**src/rtl/ysyx_220053_ifid_buf.sv**
```systemverilog
// ============================================================================
// Module   : ysyx_220053_ifid_buf
// Purpose  : Two-entry skid buffer carrying {pc, instr} pairs from IFU to IDU.
// Revision : 1.0  initial release
// ============================================================================
`default_nettype none

module ysyx_220053_ifid_buf #(
    parameter int          PC_W      = 64,
    parameter int          INSTR_W   = 32,
    parameter logic [31:0] NOP_INSTR = 32'h00000013
) (
    input  logic               clk,
    input  logic               rst,
    input  logic               in_valid,
    output logic               in_ready,
    input  logic [PC_W-1:0]    in_pc,
    input  logic [INSTR_W-1:0] in_instr,
    output logic               out_valid,
    input  logic               out_ready,
    output logic [PC_W-1:0]    out_pc,
    output logic [INSTR_W-1:0] out_instr,
    input  logic               flush,
    output logic [1:0]         occupancy
);

    typedef enum logic [1:0] {
        S_EMPTY = 2'b00,
        S_ONE   = 2'b01,
        S_TWO   = 2'b10
    } state_t;

    state_t               r_state;
    state_t               w_state_nxt;
    logic [PC_W-1:0]      r_head_pc;
    logic [INSTR_W-1:0]   r_head_instr;
    logic [PC_W-1:0]      r_tail_pc;
    logic [INSTR_W-1:0]   r_tail_instr;

    logic w_fire_in;
    logic w_fire_out;
    logic w_head_from_in;
    logic w_head_from_tail;
    logic w_tail_from_in;

    // Ready looks only at registered state; rst gating keeps it low during reset.
    assign in_ready   = rst && (r_state != S_TWO);
    assign out_valid  = (r_state == S_ONE) || (r_state == S_TWO);
    assign w_fire_in  = in_valid && in_ready && !flush;
    assign w_fire_out = out_valid && out_ready;

    assign out_pc    = out_valid ? r_head_pc    : '0;
    assign out_instr = out_valid ? r_head_instr : INSTR_W'(NOP_INSTR);

    always_comb begin
        case (r_state)
            S_ONE:   occupancy = 2'd1;
            S_TWO:   occupancy = 2'd2;
            default: occupancy = 2'd0;
        endcase
    end

    always_comb begin
        w_state_nxt      = r_state;
        w_head_from_in   = 1'b0;
        w_head_from_tail = 1'b0;
        w_tail_from_in   = 1'b0;
        case (r_state)
            S_EMPTY: begin
                if (w_fire_in) begin
                    w_state_nxt    = S_ONE;
                    w_head_from_in = 1'b1;
                end
            end
            S_ONE: begin
                if (w_fire_in && w_fire_out) begin
                    w_head_from_in = 1'b1;
                end else if (w_fire_in) begin
                    w_state_nxt    = S_TWO;
                    w_tail_from_in = 1'b1;
                end else if (w_fire_out) begin
                    w_state_nxt    = S_EMPTY;
                end
            end
            S_TWO: begin
                if (w_fire_out) begin
                    w_state_nxt      = S_ONE;
                    w_head_from_tail = 1'b1;
                end
            end
            default: w_state_nxt = S_EMPTY;
        endcase
        // Data loads are harmless under flush since outputs are masked when empty.
        if (flush) begin
            w_state_nxt = S_EMPTY;
        end
    end

    always_ff @(posedge clk or negedge rst) begin
        if (!rst) begin
            r_state <= S_EMPTY;
        end else begin
            r_state <= w_state_nxt;
        end
    end

    always_ff @(posedge clk or negedge rst) begin
        if (!rst) begin
            r_head_pc    <= '0;
            r_head_instr <= INSTR_W'(NOP_INSTR);
            r_tail_pc    <= '0;
            r_tail_instr <= INSTR_W'(NOP_INSTR);
        end else begin
            if (w_head_from_in) begin
                r_head_pc    <= in_pc;
                r_head_instr <= in_instr;
            end else if (w_head_from_tail) begin
                r_head_pc    <= r_tail_pc;
                r_head_instr <= r_tail_instr;
            end
            if (w_tail_from_in) begin
                r_tail_pc    <= in_pc;
                r_tail_instr <= in_instr;
            end
        end
    end

endmodule

`default_nettype wire

```
**config.mk**
```make
export PLATFORM = sky130hd
export DESIGN_NAME = ysyx_220053_ifid_buf
export DESIGN_NICKNAME = d
export VERILOG_FILES = /design/src/rtl/ysyx_220053_ifid_buf.sv
export SDC_FILE = /design/constraint.sdc
export NUM_CORES = 1
export LEC_CHECK = 0
export BUFFER_PORTS_ARGS = -buffer_cell sky130_fd_sc_hd__buf_2
export CAP_MARGIN = 0
export CORE_MARGIN = 2
export CORE_UTILIZATION = 40
export DETAILED_ROUTE_END_ITERATION = 8
export PLACE_DENSITY = 0.73
export SETUP_SLACK_MARGIN = 0.4
export SLEW_MARGIN = 20
export SYNTH_ARGS = -nofsm -noshare
export SYNTH_HDL_FRONTEND = slang
export SYNTH_SLANG_ARGS = --single-unit
```
**constraint.sdc**
```tcl
create_clock -name clk -period 3.8 [get_ports clk]
set_input_delay 0.19 -clock clk [delete_from_list [all_inputs] [get_ports clk]]
set_output_delay 0.19 -clock clk [all_outputs]
set_load 0.01 [all_outputs]
```
After elaboration in Yosys (flattened, before gate mapping). Cells that the tools add are included.

Bits of input ports: 101. Word-level logic and storage cells: 43. Register bits: 194. Output and inout port bits: 100.

Multiplexer cells: 21. Eq/ne operators: 7. Reduce and logical (&&, ||, !) cells: 10.

Operators by type and width (number): 2-to-1 mux 64 bit (3); 2-to-1 mux 32 bit (3); 2-to-1 mux 2 bit (6); != test 3 bit, second input constant (3); 2-to-1 mux 1 bit (6); case mux 2 bit (3 select lines) (1); logical AND 1 bit (5); != test 4 bit, second input constant (1); case mux 2 bit (2 select lines) (1); AND reduction 4 bit (1); == test 2 x 1 -> 1 bit, second input constant (1); == test 2 bit, second input constant (1); logical NOT 2 bit (1); != test 2 bit, second input constant (1); case mux 1 bit (2 select lines) (1); nonzero test 2 bit (1); logical NOT 1 bit (1); logical OR 1 bit (1).

Depth between registers and ports, before layout. Gate-level depths: netlist (run 1).

Word-level depth: 8. Depth in mapped cells: 9. Depth with buffers taken out: 6.

Worst setup path after synthesis (run 1). No wires, ideal clock.

Path kind: flip-flop to flip-flop. Start point: register r_state[0]. End point: register r_head_instr[26]. Path buffers: 4. Slack: 1.724 ns. Period minus slack after synthesis: 2.076 ns. Cell stages (with the launch flop): 10. Setup time: 0.118 ns. Required time: 3.682 ns. Arrival time: 1.958 ns. Cells stage by stage: dfrtp_1 > inv_1 > ha_1 > buf_2 > and3_1 > buf_4 > buf_4 > clkbuf_1 > a22o_1 > a21o_1.

Elaborated cells between the ends (all ways): 17. Classes of those cells: eq/ne (3); mux (6); reduce/logical (8).

RTL lines: start: declaration (RTL line 33) `state_t r_state;`; start signal: assignment (RTL line 103) `r_state <= w_state_nxt;`; == test 2 x 1 -> 1 bit or == test 2 bit (tied branches) (RTL line 48) `assign out_valid = (r_state == S_ONE) || (r_state == S_TWO);`; logical OR 1 bit * (RTL line 48); named net out_valid (RTL line 19) `output logic out_valid,`; logical AND 1 bit * (RTL line 50) `assign w_fire_out = out_valid && out_ready;`; logical AND 1 bit (RTL line 76) `if (w_fire_in && w_fire_out) begin`; 2-to-1 mux 1 bit (RTL line 76); case mux 1 bit (2 select lines) (RTL line 68) `case (r_state)`; 2-to-1 mux 32 bit or nonzero test 2 bit (tied branches); end signal: assignment (RTL line 110) `r_head_instr <= INSTR_W'(NOP_INSTR);`; end signal: assignment (RTL line 116) `r_head_instr <= in_instr;`; end signal: assignment (RTL line 119) `r_head_instr <= r_tail_instr;`; end: declaration (RTL line 36) `logic [INSTR_W-1:0] r_head_instr;`.

The timed path passes the listed nets; every way through them passes the cells marked *. A chain may end at the register's enable or synchronous reset.

Worst setup path after layout (run 1).
Start point: register r_state[0]. End point: register r_tail_pc[41].

Longest elaborated chain between the ends: 7. Elaborated cells between the ends (all ways): 12. Classes of those cells: eq/ne (3); mux (3); reduce/logical (6).

Ends and longest elaborated chain: != test 2 bit (RTL line 47) `assign in_ready = rst && (r_state != S_TWO);`; logical AND 1 bit (RTL line 47); logical AND 1 bit (2 in series) (RTL line 49) `assign w_fire_in = in_valid && in_ready && !flush;`; 2-to-1 mux 1 bit or logical AND 1 bit (tied branches) (RTL line 78, 76); 2-to-1 mux 1 bit (RTL line 76); 2-to-1 mux 1 bit * (RTL line 68); end signal: assignment (RTL line 122) `r_tail_pc <= in_pc;`; end: declaration (RTL line 37) `logic [PC_W-1:0] r_tail_pc;`.

Every way passes the cells marked *; elsewhere a longest branch is shown, timed or not.

==> results.txt, run 1 <==
----------------------------------------------------
[Timing]
  Shortest period the worst path allows ... 2380 ps
  Achievable clock frequency ... 420 MHz
  Post-Route Skew ... 8.87 ps
  Unrepaired setup endpoints after global routing ... false
  Setup violation total in the final timing report ... 0
  Max-Slew Margin vs Limit ... 50.5%
  Final clock period utilization by the worst path ... 62.7%
  Worst-margin pin slew ... 743 ps
  Final Max Tran Viols ... 0
  Number of hold violations in the final report ... 0
  TNS Setup ... 0 ps

[Yosys]
  Asr flop ratio synth ... 100%
  Synthesized-area fraction occupied by ao, oa, aoi and oai cells ... 18.8%
  Mean cell area of the mapped netlist ... 13.0 sq um
  Total of flip-flops plus latches after synthesis ... 194
  Area contributors post-synth ... dfrtp_1 (55%), mux2_2 (13%), a22o_1 (9.8%)
  Count of different cell masters after synthesis ... 30
  Mux share of post-synthesis cell area ... 12.6%
  Main combinational cell family by area after synthesis ... compound AO/OA/AOI/OAI gates
  Primary FF master, synth ... dfrtp_1
  Dominant cell type by area after synthesis ... dfrtp_1
  Gate Count Post-Synth ... 658
  Yosys top cell area share ... 54.8%
  Simple logic cell fraction of the synthesized area ... 8.08%
  Post-synthesis share of cell area spent on full adders, half adders and majority gates ... 0.729%
  Sequential fraction of the synthesis area ... 56.7%
  Number of warning messages in the yosys log ... 0
  Mapped Area ... 0.00858 sq mm
  Post-Synthesis Net Count ... 764
  Post-synth EDFFs ... 0
  Post-synthesis xor/xnor area fraction ... 0%

[Pwr]
  Overall power after layout ... 0.00747 W
  Largest voltage drop on the vdd net ... 0.000326 V
  Static leakage ... 5.83 nW
  Power density of the placed cells ... 698 mW/mm^2

[Die]
  Cell Rows ... 53
  Placeable Area ... 0.0210 sq mm
  Starting Density ... 40.8%
  Die Span X ... 150 um
  Overall die height ... 150 um
  Floorplan die area ... 0.0226 sq mm
  Number of primary I/O pins ... 201

[CTS]
  Number of levels the H-tree was split into ... 4
  Post-CTS repair timing setup buffer count ... 0
  Root buf cell ... clkbuf_16
  Clock-pin slew on the worst setup and hold paths ... 70 ps
  CTS Hold Buffers Added ... 30
  Number of buffers added by the clock tree synthesis step ... 17
  Clock network latency to the later pin of the worst-skew pair ... 420 ps
  TritonCTS clock tree ... yes
  Clock Path Buffers ... 2
  Resized Gates After CTS ... 0
  Clock sinks ... 194

[Critical path]
  Data required time at the worst endpoint ... 4100 ps
  Slack of the worst reg-to-reg path ... 1420 ps
  Depth of the most critical reg-to-reg path ... 7
  Arrival time at the worst endpoint ... 2690 ps
  Crit Path Max Fanout ... 97
  End of the worst register-to-register path ... r_tail_pc[41]
  Critical Path Source ... r_state[0]
  Crit path max-delay cell type ... dfrtp_1
  Largest delay contributor family on the critical path ... buffers and inverters
  Critical register-to-register path startpoint ... r_state[0]
  Crit path capture type ... flip-flop
  Worst Path Class, Setup ... flip-flop to flip-flop
  Critical Path, Cell by Cell ... inv_1 -> ha_1 -> nand3b_4 -> nor2_1 -> nand3_4 -> buf_12 -> mux2_2
  Slowest stage delay, CP ... 420 ps
  Number of logic stages on the critical path including buffering ... 7
  CP Capture Point ... r_tail_pc[41]
  Startpoint Class ... flip-flop
  Buffers and inverters on the worst path ... 2

[Final layout]
  Fraction of final layout cells sized beyond drive strength 1 ... 39.3%
  Fill cells ... 1,846
  Total area of sequential cells ... 0.00486 sq mm
  # nets final ... 972
  # diodes ... 0
  Layout overhead on the synthesized area ... 24.7%
  Total area of multi-input combinational cells ... 0.00348 sq mm

[Placed design]
  GPL Wtd Cong ... 0.736
  Detailed Place HPWL ... 11,700 um
  Buffers on Ports ... 200

[Worst hold path]
  Path class of the lowest-slack min-delay path ... input port to flip-flop

[Detailed routing]
  Detailed-route DRC error count ... 0
  Vias ... 5,957
  First-pass iteration count of the detailed router ... 4
  Antenna Violating Nets Remaining ... 0
  Total wire length after detailed routing ... 19,200 um
  Routed via count divided by cell count ... 5.17
  Average routed wire per standard cell ... 16.6 um
  Initial DRC count ... 187

[Global routing]
  Antenna violations before repair ... 1
  Number of global-route vias before repair ... 6,052
  Wire length of the first global-routing pass ... 30,900 um
  Maximum number of pins on one net before global-route repair ... 123
  Overall fraction of global-route tracks in use ... 17.4%
  Overflow after GRT ... 0

[Outcome]
  Outcome ... finished, final reports clean

[Run]
  Maximum capacitance violations ... 0

----------------------------------------------------
-- worst min path at each step --
stage	from	endpoint	slack [ps]	cells after the start
2_1_floorplan	rst	r_head_instr[10]	-110	0
3_3_place_gp	rst	r_head_pc[49]	270	1
3_5_place_dp	rst	r_head_pc[49]	270	1
4_1_cts	in_pc[33]	r_tail_pc[33]	0.2	2
5_1_grt	in_pc[21]	r_tail_pc[21]	0.4	2
6_report	in_pc[31]	r_tail_pc[31]	20	2
-- per-layer routing --
layer | share of wire, % | global-route usage [%] | wire length, um
met5 | 0.068 | 0 | 13
met4 | 1.7 | 4.72 | 333
met3 | 5.6 | 4.70 | 1070
met2 | 46 | 27.4 | 8750
met1 | 47 | 23.7 | 9010
-- registers in the layout (all words and copies together) (netlist names) --
name,cells
r_head_instr,32
r_tail_pc,64
r_tail_instr,32
r_state,2
r_head_pc,64
-- cells in the final DEF, fill, tap and decap left out, types with 2 or more instances in the layout --
cell           Yosys  final
buf_2             20    199
dfrtp_1          188    188
a22o_1            96     96
a21o_1            96     96
mux2_2            96     96
and2_1            93     93
dlygate4sd3_1      0     31
clkbuf_16          0     17
buf_4              3      8
dfstp_2            6      6
ha_1               5      4
clkbuf_1          26      4
inv_1              3      3
nand2b_1           3      3
bufinv_16          0      3
nor2b_1            2      2
nand2_1            2      2
nor2_1             2      2
clkinvlp_4         0      2
clkinv_4           0      2
clkinv_2           0      2
clkbuf_8           0      2
buf_12             0      2
-- cell usage after synthesis (all sizes together), types with 2 or more instances --
cell type and count:
dfrtp 188, a21o 96, a22o 96, mux2 96, and2 93, buf 26, clkbuf 26, dfstp 6
ha 5, inv 3, nand2b 3, nor2 3, nand2 2, nor2b 2, nor3 2
-- logic make-up (layout without fill, tap and decap cells) --
group,after synthesis,count (layout)
AND/OR/NAND/NOR,109,109
adder cells (fa/ha/maj),5,5
multiplexers,96,96
buffers and inverters,55,275
flip-flops,194,194
AO/OA/AOI/OAI,199,199
-- power by group --
group / internal [W] / switching (W)
registers: 0.00308 / 0.000485
logic: 0.00117 / 0.000937
clock network: 0.00105 / 0.000754
total: 0.00530 / 0.00218
-- cell type report --
| class | instances | area share, % |
|---|---|---|
| Sequential cell | 194 | 45.4 |
| Multi-Input combinational cell | 409 | 32.5 |
| Timing Repair Buffer | 241 | 13.3 |
| Clock buffer | 22 | 4.24 |
| Tap cell | 275 | 3.21 |
| Clock inverter | 9 | 1.24 |
| Inverter | 3 | 0.105 |
-- stage by stage --
step | utilization [%] | cells | setup slack, ps | instance area (sq um) | hold WS [ps]
after floorplan | - | 658 | 1720 | 8580 | -106
after global placement | 46.6 | 1091 | 1550 | 9810 | 267
after detailed placement | 46.6 | 1091 | 1480 | 9810 | 269
after CTS | 50.9 | 1152 | 1410 | 10700 | 0.195
after global routing | 50.9 | 1153 | 1290 | 10700 | 0.377
final | 50.9 | 1153 | 1420 | 10700 | 17.3
No activity file was read; power rests on OpenSTA's default activity.
==> inputs of run 2 (changes only) <==
--- a/config.mk
+++ b/config.mk
@@ -5,12 +5,13 @@
 export SDC_FILE = /design/constraint.sdc
 export NUM_CORES = 1
 export LEC_CHECK = 0
+export ABC_AREA = 1
 export BUFFER_PORTS_ARGS = -buffer_cell sky130_fd_sc_hd__buf_2
 export CAP_MARGIN = 0
 export CORE_MARGIN = 2
 export CORE_UTILIZATION = 40
 export DETAILED_ROUTE_END_ITERATION = 8
-export PLACE_DENSITY = 0.73
+export PLACE_DENSITY = 0.75
 export SETUP_SLACK_MARGIN = 0.4
 export SLEW_MARGIN = 20
 export SYNTH_ARGS = -nofsm -noshare
==> constraint.sdc (replaced) <==
create_clock -name clk -period 2.1 [get_ports clk]
set_input_delay 0.105 -clock clk [delete_from_list [all_inputs] [get_ports clk]]
set_output_delay 0.105 -clock clk [all_outputs]
set_load 0.01 [all_outputs]
==> run 2 against run 1 <==
Effect of this change:
- final cell count up 57%
- clock skew is 0.71 ps higher
- wire length rose by 88%
- cell area rose by 37%
- hold slack improved by 37 ps
- total power rose by 140%
- clock power up 77%
- largest cell class unchanged
- highest routed layer unchanged
==> results.txt, run 2 <==
----------------------------------------------------
[Final layout]
  Final core utilization ... 65.0%
  # nets final ... 1,618
  Leading cell type in the layout, fill and taps excluded ... nand2_1
  Fraction of final layout cells sized beyond drive strength 1 ... 32.9%
  Layout overhead on the synthesized area ... 60.0%
  Final design instance area without fill ... 0.0147 sq mm
  Leading cell types in the layout, fill and taps excluded ... nand2_1 (258), nand3_1 (232), dfrtp_1 (188)
  Fill cells ... 1,755
  Regs by FF count ... r_head_pc x64, r_tail_pc x64

[Placed design]
  Total cell area at the placement stage ... 0.0105 sq mm
  Detailed Place HPWL ... 14,300 um
  Setup slack at placement ... 115 ps
  Buffers on Ports ... 200
  GPL Wtd Cong ... 0.762

[Die]
  Number of primary I/O pins ... 201
  Placeable Area ... 0.0226 sq mm
  Die Span X ... 156 um
  Overall die height ... 156 um
  Starting Density ... 40.6%
  Cell Rows ... 55
  Floorplan die area ... 0.0242 sq mm

[Yosys]
  Post-synthesis xor/xnor area fraction ... 0%
  Mapped Area ... 0.00920 sq mm
  Sequential fraction of the synthesis area ... 52.9%
  Area contributors post-synth ... dfrtp_1 (51%), nand3_1 (16%), nand2_1 (12%)
  Number of warning messages in the yosys log ... 0
  Dominant cell by count in the synthesized netlist ... nand2_1
  Post-Synthesis Net Count ... 1,284
  Yosys top cell area share ... 51.1%
  Simple logic cell fraction of the synthesized area ... 28.8%
  Primary FF master, synth ... dfrtp_1
  Dominant cell type by area after synthesis ... dfrtp_1
  Main combinational cell family by area after synthesis ... simple AND/OR/NAND/NOR gates
  Synthesized-area fraction occupied by ao, oa, aoi and oai cells ... 5.22%
  Top cells by instance count after synthesis ... nand2_1 (300), nand3_1 (290), inv_1 (198)
  Mux share of post-synthesis cell area ... 0%
  Post-synthesis share of cell area spent on full adders, half adders and majority gates ... 0.680%
  Gate Count Post-Synth ... 1,178
  Post-synth EDFFs ... 0
  Count of different cell masters after synthesis ... 19
  Mean cell area of the mapped netlist ... 7.81 sq um
  Asr flop ratio synth ... 100%
  Total of flip-flops plus latches after synthesis ... 194

[Detailed routing]
  Average routed wire per standard cell ... 19.9 um
  Initial DRC count ... 1,002
  First-pass iteration count of the detailed router ... 5
  Vias ... 9,658
  Antenna Violating Nets Remaining ... 0
  Detailed-route DRC error count ... 0
  Total wire length after detailed routing ... 36,100 um
  Routed via count divided by cell count ... 5.34

[CTS]
  Clock sinks ... 194
  Clock network latency to the later pin of the worst-skew pair ... 430 ps
  Clock-pin slew on the worst setup and hold paths ... 70 ps
  TritonCTS clock tree ... yes
  Clock Path Buffers ... 2
  Number of buffers added by the clock tree synthesis step ... 17
  Number of levels the H-tree was split into ... 4
  Root buf cell ... clkbuf_16

[Critical path]
  Crit path capture type ... flip-flop
  Worst Path Class, Setup ... flip-flop to flip-flop
  Startpoint Class ... flip-flop
  Arrival time at the worst endpoint ... 2370 ps
  Crit Path Max Fanout ... 24
  Data required time at the worst endpoint ... 2460 ps

[Timing]
  TNS Setup ... 0 ps
  Shortest period the worst path allows ... 2010 ps
  Unrepaired setup endpoints after global routing ... true
  Worst-margin pin slew ... 928 ps
  Achievable clock frequency ... 498 MHz
  Number of hold violations in the final report ... 0
  Post-Route Skew ... 9.58 ps
  Setup violation total in the final timing report ... 0
  Max-Slew Margin vs Limit ... 38.2%
  Final Worst Setup Slack ... 90.1 ps
  Final clock period utilization by the worst path ... 95.7%
  Final Max Tran Viols ... 0

[Global routing]
  Most congested layer reported by global routing ... met2
  Overflow after GRT ... 0
  Antenna violations before repair ... 3
  Overall fraction of global-route tracks in use ... 26.5%
  Wire length of the first global-routing pass ... 49,100 um
  Met2 layer usage reported by global route ... 44.4%
  Maximum number of pins on one net before global-route repair ... 124
  Global routing usage on met1 ... 34.1%
  Number of global-route vias before repair ... 8,926
  Met3 GRT Util ... 5.36%

[Pwr]
  Static leakage ... 8.24 nW
  Largest voltage drop on the vdd net ... 0.000656 V
  Power density of the placed cells ... 1220 mW/mm^2

[Run]
  Maximum capacitance violations ... 0

[Outcome]
  Outcome ... finished, final reports clean

[Worst hold path]
  Path class of the lowest-slack min-delay path ... input port to flip-flop

----------------------------------------------------
run 2: timing repair:
item                       4_1_cts  5_1_grt
pin swaps                       21       15
setup endpoints to repair      291      291
setup buffers                   30        8
hold endpoints to repair       323        0
gates resized for setup        135      184
cloned                          25       20
hold buffers                    97        0
run 2: metal layers:
layer	wire length (um)	vias to the layer above
li1	-	4378
met3	3190	100
met2	17200	550
met5	27	-
met4	1290	4
met1	14400	4626
run 2: worst paths after layout:
| path | cells past startpoint | from | slack, ps | end |
|---|---|---|---|---|
| worst max-delay path | 10 | r_state[0] | 90 | r_head_pc[17] |
| worst min register to register | 2 | r_tail_instr[4] | 480 | r_tail_instr[4] |
| worst min-delay path | 4 | flush | 50 | r_state[0] |
| max in group asynchronous | 3 | rst | 860 | r_tail_instr[23] |
| worst max register to register | 10 | r_state[0] | 90 | r_head_pc[17] |
| min in group asynchronous | 3 | rst | 450 | r_head_pc[47] |
run 2: final cells by class:
class | instances | area, sq um | area share [%]
Antenna cell | 1 | 2.50 | 0.0170
Timing Repair Buffer | 396 | 4170 | 28.3
Clock buffer | 17 | 425 | 2.89
Clock inverter | 14 | 131 | 0.893
Sequential cell | 194 | 4860 | 33.0
Multi-Input combinational cell | 702 | 3990 | 27.1
Tap cell | 285 | 357 | 2.42
Inverter | 201 | 774 | 5.26
run 2: power breakdown:
part	switching [W]	internal [W]	total, W	leakage (nW)
Clock	0.00153	0.00165	0.00319	0.267
Combinational	0.00418	0.00390	0.00808	5.55
Sequential	0.00124	0.00548	0.00673	2.43
Total	0.00695	0.0110	0.0180	8.24
run 2: per-stage QoR:
step	hold WS (ps)	total power [W]	cells
floorplan	-191	0.00933	1178
global placement	321	0.0109	1598
detailed placement	318	0.0111	1598
CTS	23.4	0.0165	1781
global route	53.7	0.0190	1810
finish	54.6	0.0180	1810
run 2: cell families after synthesis:
| logic type | count (synthesis) |
|---|---|
| buffers and inverters | 283 |
| AND/OR/NAND/NOR | 600 |
| adder cells (fa/ha/maj) | 5 |
| flip-flops | 194 |
| AO/OA/AOI/OAI | 96 |
run 2: worst max-delay path: stages (launching register included):
cell and delay (ps):
dfrtp_1 380, inv_2 80, ha_4 340, buf_6 130, nand2_8 60, buf_12 120
nor2_4 140, buf_4 210, buf_16 210, nand2_1 140, nand3_2 100
==> inputs of run 3 (changes only) <==
--- a/config.mk
+++ b/config.mk
@@ -8,10 +8,12 @@
 export ABC_AREA = 1
 export BUFFER_PORTS_ARGS = -buffer_cell sky130_fd_sc_hd__buf_2
 export CAP_MARGIN = 0
+export CELL_PAD_IN_SITES_DETAIL_PLACEMENT = 1
+export CELL_PAD_IN_SITES_GLOBAL_PLACEMENT = 1
 export CORE_MARGIN = 2
-export CORE_UTILIZATION = 40
+export CORE_UTILIZATION = 36
 export DETAILED_ROUTE_END_ITERATION = 8
-export PLACE_DENSITY = 0.75
+export PLACE_DENSITY = 0.88
 export SETUP_SLACK_MARGIN = 0.4
 export SLEW_MARGIN = 20
 export SYNTH_ARGS = -nofsm -noshare
==> run 3 against run 2 <==
Effect of this change:
- register-to-register slack worse by 70 ps
- sequential cell count unchanged
- total power rose by 16%
- setup slack got worse by 74 ps
- clock-buffer cell count grew 2
- wire length grew 50%
- clock power increased by 10%
==> results.txt, run 3 (same netlist as run 2, synthesis figures left out) <==
----------------------------------------------------
[Critical path]
  Largest delay contributor family on the critical path ... buffers and inverters
  Crit path capture type ... flip-flop
  Arrival time at the worst endpoint ... 2390 ps
  Buffers and inverters on the worst path ... 5
  Data required time at the worst endpoint ... 2410 ps
  Crit Path Max Fanout ... 12
  Critical register-to-register path startpoint ... r_state[1]
  Slowest stage delay, CP ... 420 ps
  Critical Path Source ... r_state[1]
  Crit path max-delay cell type ... dfrtp_1
  Slack of the worst reg-to-reg path ... 20 ps
  Number of logic stages on the critical path including buffering ... 11
  Depth of the most critical reg-to-reg path ... 11
  Worst Path Class, Setup ... flip-flop to flip-flop
  Startpoint Class ... flip-flop
  Critical Path, Cell by Cell ... buf_4 -> ha_4 -> inv_4 -> nand3_4 -> nor2_4 -> nand3_4 -> buf_8 -> buf_8 -> clkbuf_16 -> nand2_1 -> o21ai_1

[Placed design]
  GPL Wtd Cong ... 0.741
  Number of cells after detailed placement ... 1,644
  Detailed Place HPWL ... 16,900 um
  Buffers on Ports ... 200

[Timing]
  Unrepaired setup endpoints after global routing ... true
  Minimum hold slack ... 69.7 ps
  Final clock period utilization by the worst path ... 99.2%
  TNS Setup ... 0 ps
  Final Max Tran Viols ... 0
  Setup violation total in the final timing report ... 0
  Number of hold violations in the final report ... 0
  Worst-margin pin slew ... 812 ps
  Max-Slew Margin vs Limit ... 45.9%
  Shortest period the worst path allows ... 2080 ps
  Achievable clock frequency ... 480 MHz
  Post-Route Skew ... 9.88 ps

[Die]
  Floorplan die area ... 0.0268 sq mm
  Placeable Area ... 0.0251 sq mm
  Starting Density ... 36.6%
  Overall die height ... 164 um
  Cell Rows ... 58
  Die Span X ... 164 um
  Number of primary I/O pins ... 201

[Final layout]
  # nets final ... 1,635
  Final non-filler cell total ... 1,876
  Regs by FF count ... r_head_pc x64, r_tail_pc x64
  Layout overhead on the synthesized area ... 75.5%
  Leading cell type in the layout, fill and taps excluded ... nand2_1
  Fraction of final layout cells sized beyond drive strength 1 ... 43.2%
  Leading cell types in the layout, fill and taps excluded ... nand2_1 (216), dfrtp_1 (188), nand3_1 (167)

[Global routing]
  Overall fraction of global-route tracks in use ... 27.3%
  Wire length of the first global-routing pass ... 56,300 um
  Overflow after GRT ... 0
  Maximum number of pins on one net before global-route repair ... 113
  Antenna violations before repair ... 6
  Number of global-route vias before repair ... 10,400

[Detailed routing]
  Vias ... 10,900
  Initial DRC count ... 657
  First-pass iteration count of the detailed router ... 5
  Detailed-route DRC error count ... 0
  Average routed wire per standard cell ... 28.8 um
  Routed via count divided by cell count ... 5.84
  Total wire length after detailed routing ... 54,000 um
  Antenna Violating Nets Remaining ... 0

[CTS]
  Clock-pin slew on the worst setup and hold paths ... 80 ps
  Clock network latency to the later pin of the worst-skew pair ... 450 ps
  Number of buffers added by the clock tree synthesis step ... 17
  Root buf cell ... clkbuf_16
  TritonCTS clock tree ... yes
  Clock Path Buffers ... 2
  Number of levels the H-tree was split into ... 4
  Clock sinks ... 194

[Worst hold path]
  Instance count along the most critical hold path ... 4
  Path class of the lowest-slack min-delay path ... input port to flip-flop
  Critical hold path startpoint ... flush

[Pwr]
  Largest voltage drop on the vdd net ... 0.000700 V
  Static leakage ... 8.81 nW
  Power density of the placed cells ... 1290 mW/mm^2

[Run]
  Maximum capacitance violations ... 0

[Outcome]
  Outcome ... finished, final reports clean

----------------------------------------------------
## run 3: worst paths after layout
path	endpoint
setup / recovery	r_tail_instr[20]
hold / removal	r_state[0]
setup reg to reg	r_tail_instr[20]
hold reg to reg	r_head_pc[40]
max in group asynchronous	r_head_instr[12]
min in group asynchronous	r_tail_pc[6]
## run 3: cell type report
cell class / count / area (sq um)
diodes: 4 / 10.0
clock inverters: 13 / 140
repair buffers: 412 / 4620
fillers: 2695 / 8970
well taps: 330 / 413
clock buffers: 19 / 453
multi-input cells: 703 / 4870
flip-flops and latches: 194 / 4860
inverters: 201 / 769
## run 3: stage by stage
stage	power, W	instance area [sq um]	setup slack, ps	utilization [%]
floorplan	0.00933	9240	379	-
global placement	0.0110	10600	245	42.0
detailed placement	0.0113	10600	94.5	42.0
CTS	0.0161	13000	171	51.8
global route	0.0216	16100	-41.6	64.3
finish	0.0209	16100	16.4	64.3
## run 3: worst min-delay path, cell delays in order
cell and delay (ps):
buf_2 150, nor3_1 80, nand3_1 90, nand2_1 60
## run 3: power by group
part	internal (W)	total, W	switching [W]
sequential	0.00549	0.00724	0.00175
combinational	0.00476	0.0101	0.00537
clock	0.00175	0.00351	0.00176
## run 3: repair_timing
| action | CTS | global route |
|---|---|---|
| gates resized for setup | 68 | 455 |
| cloned | 18 | 49 |
| endpoints found under the setup margin | 291 | 327 |
| buffers inserted | 15 | 17 |
| endpoints found under the hold margin | 326 | 0 |
| hold buffers | 97 | 0 |
| pin swaps | 2 | 38 |
## run 3: layer usage
| metal | global-route usage, % | routed length (um) | up-vias |
|---|---|---|---|
| met5 | 0 | 28 | - |
| met4 | 13.0 | 4190 | 4 |
| met3 | 5.96 | 4010 | 289 |
| met2 | 46.8 | 26800 | 681 |
| met1 | 32.5 | 18900 | 5539 |
| li1 | - | - | 4436 |
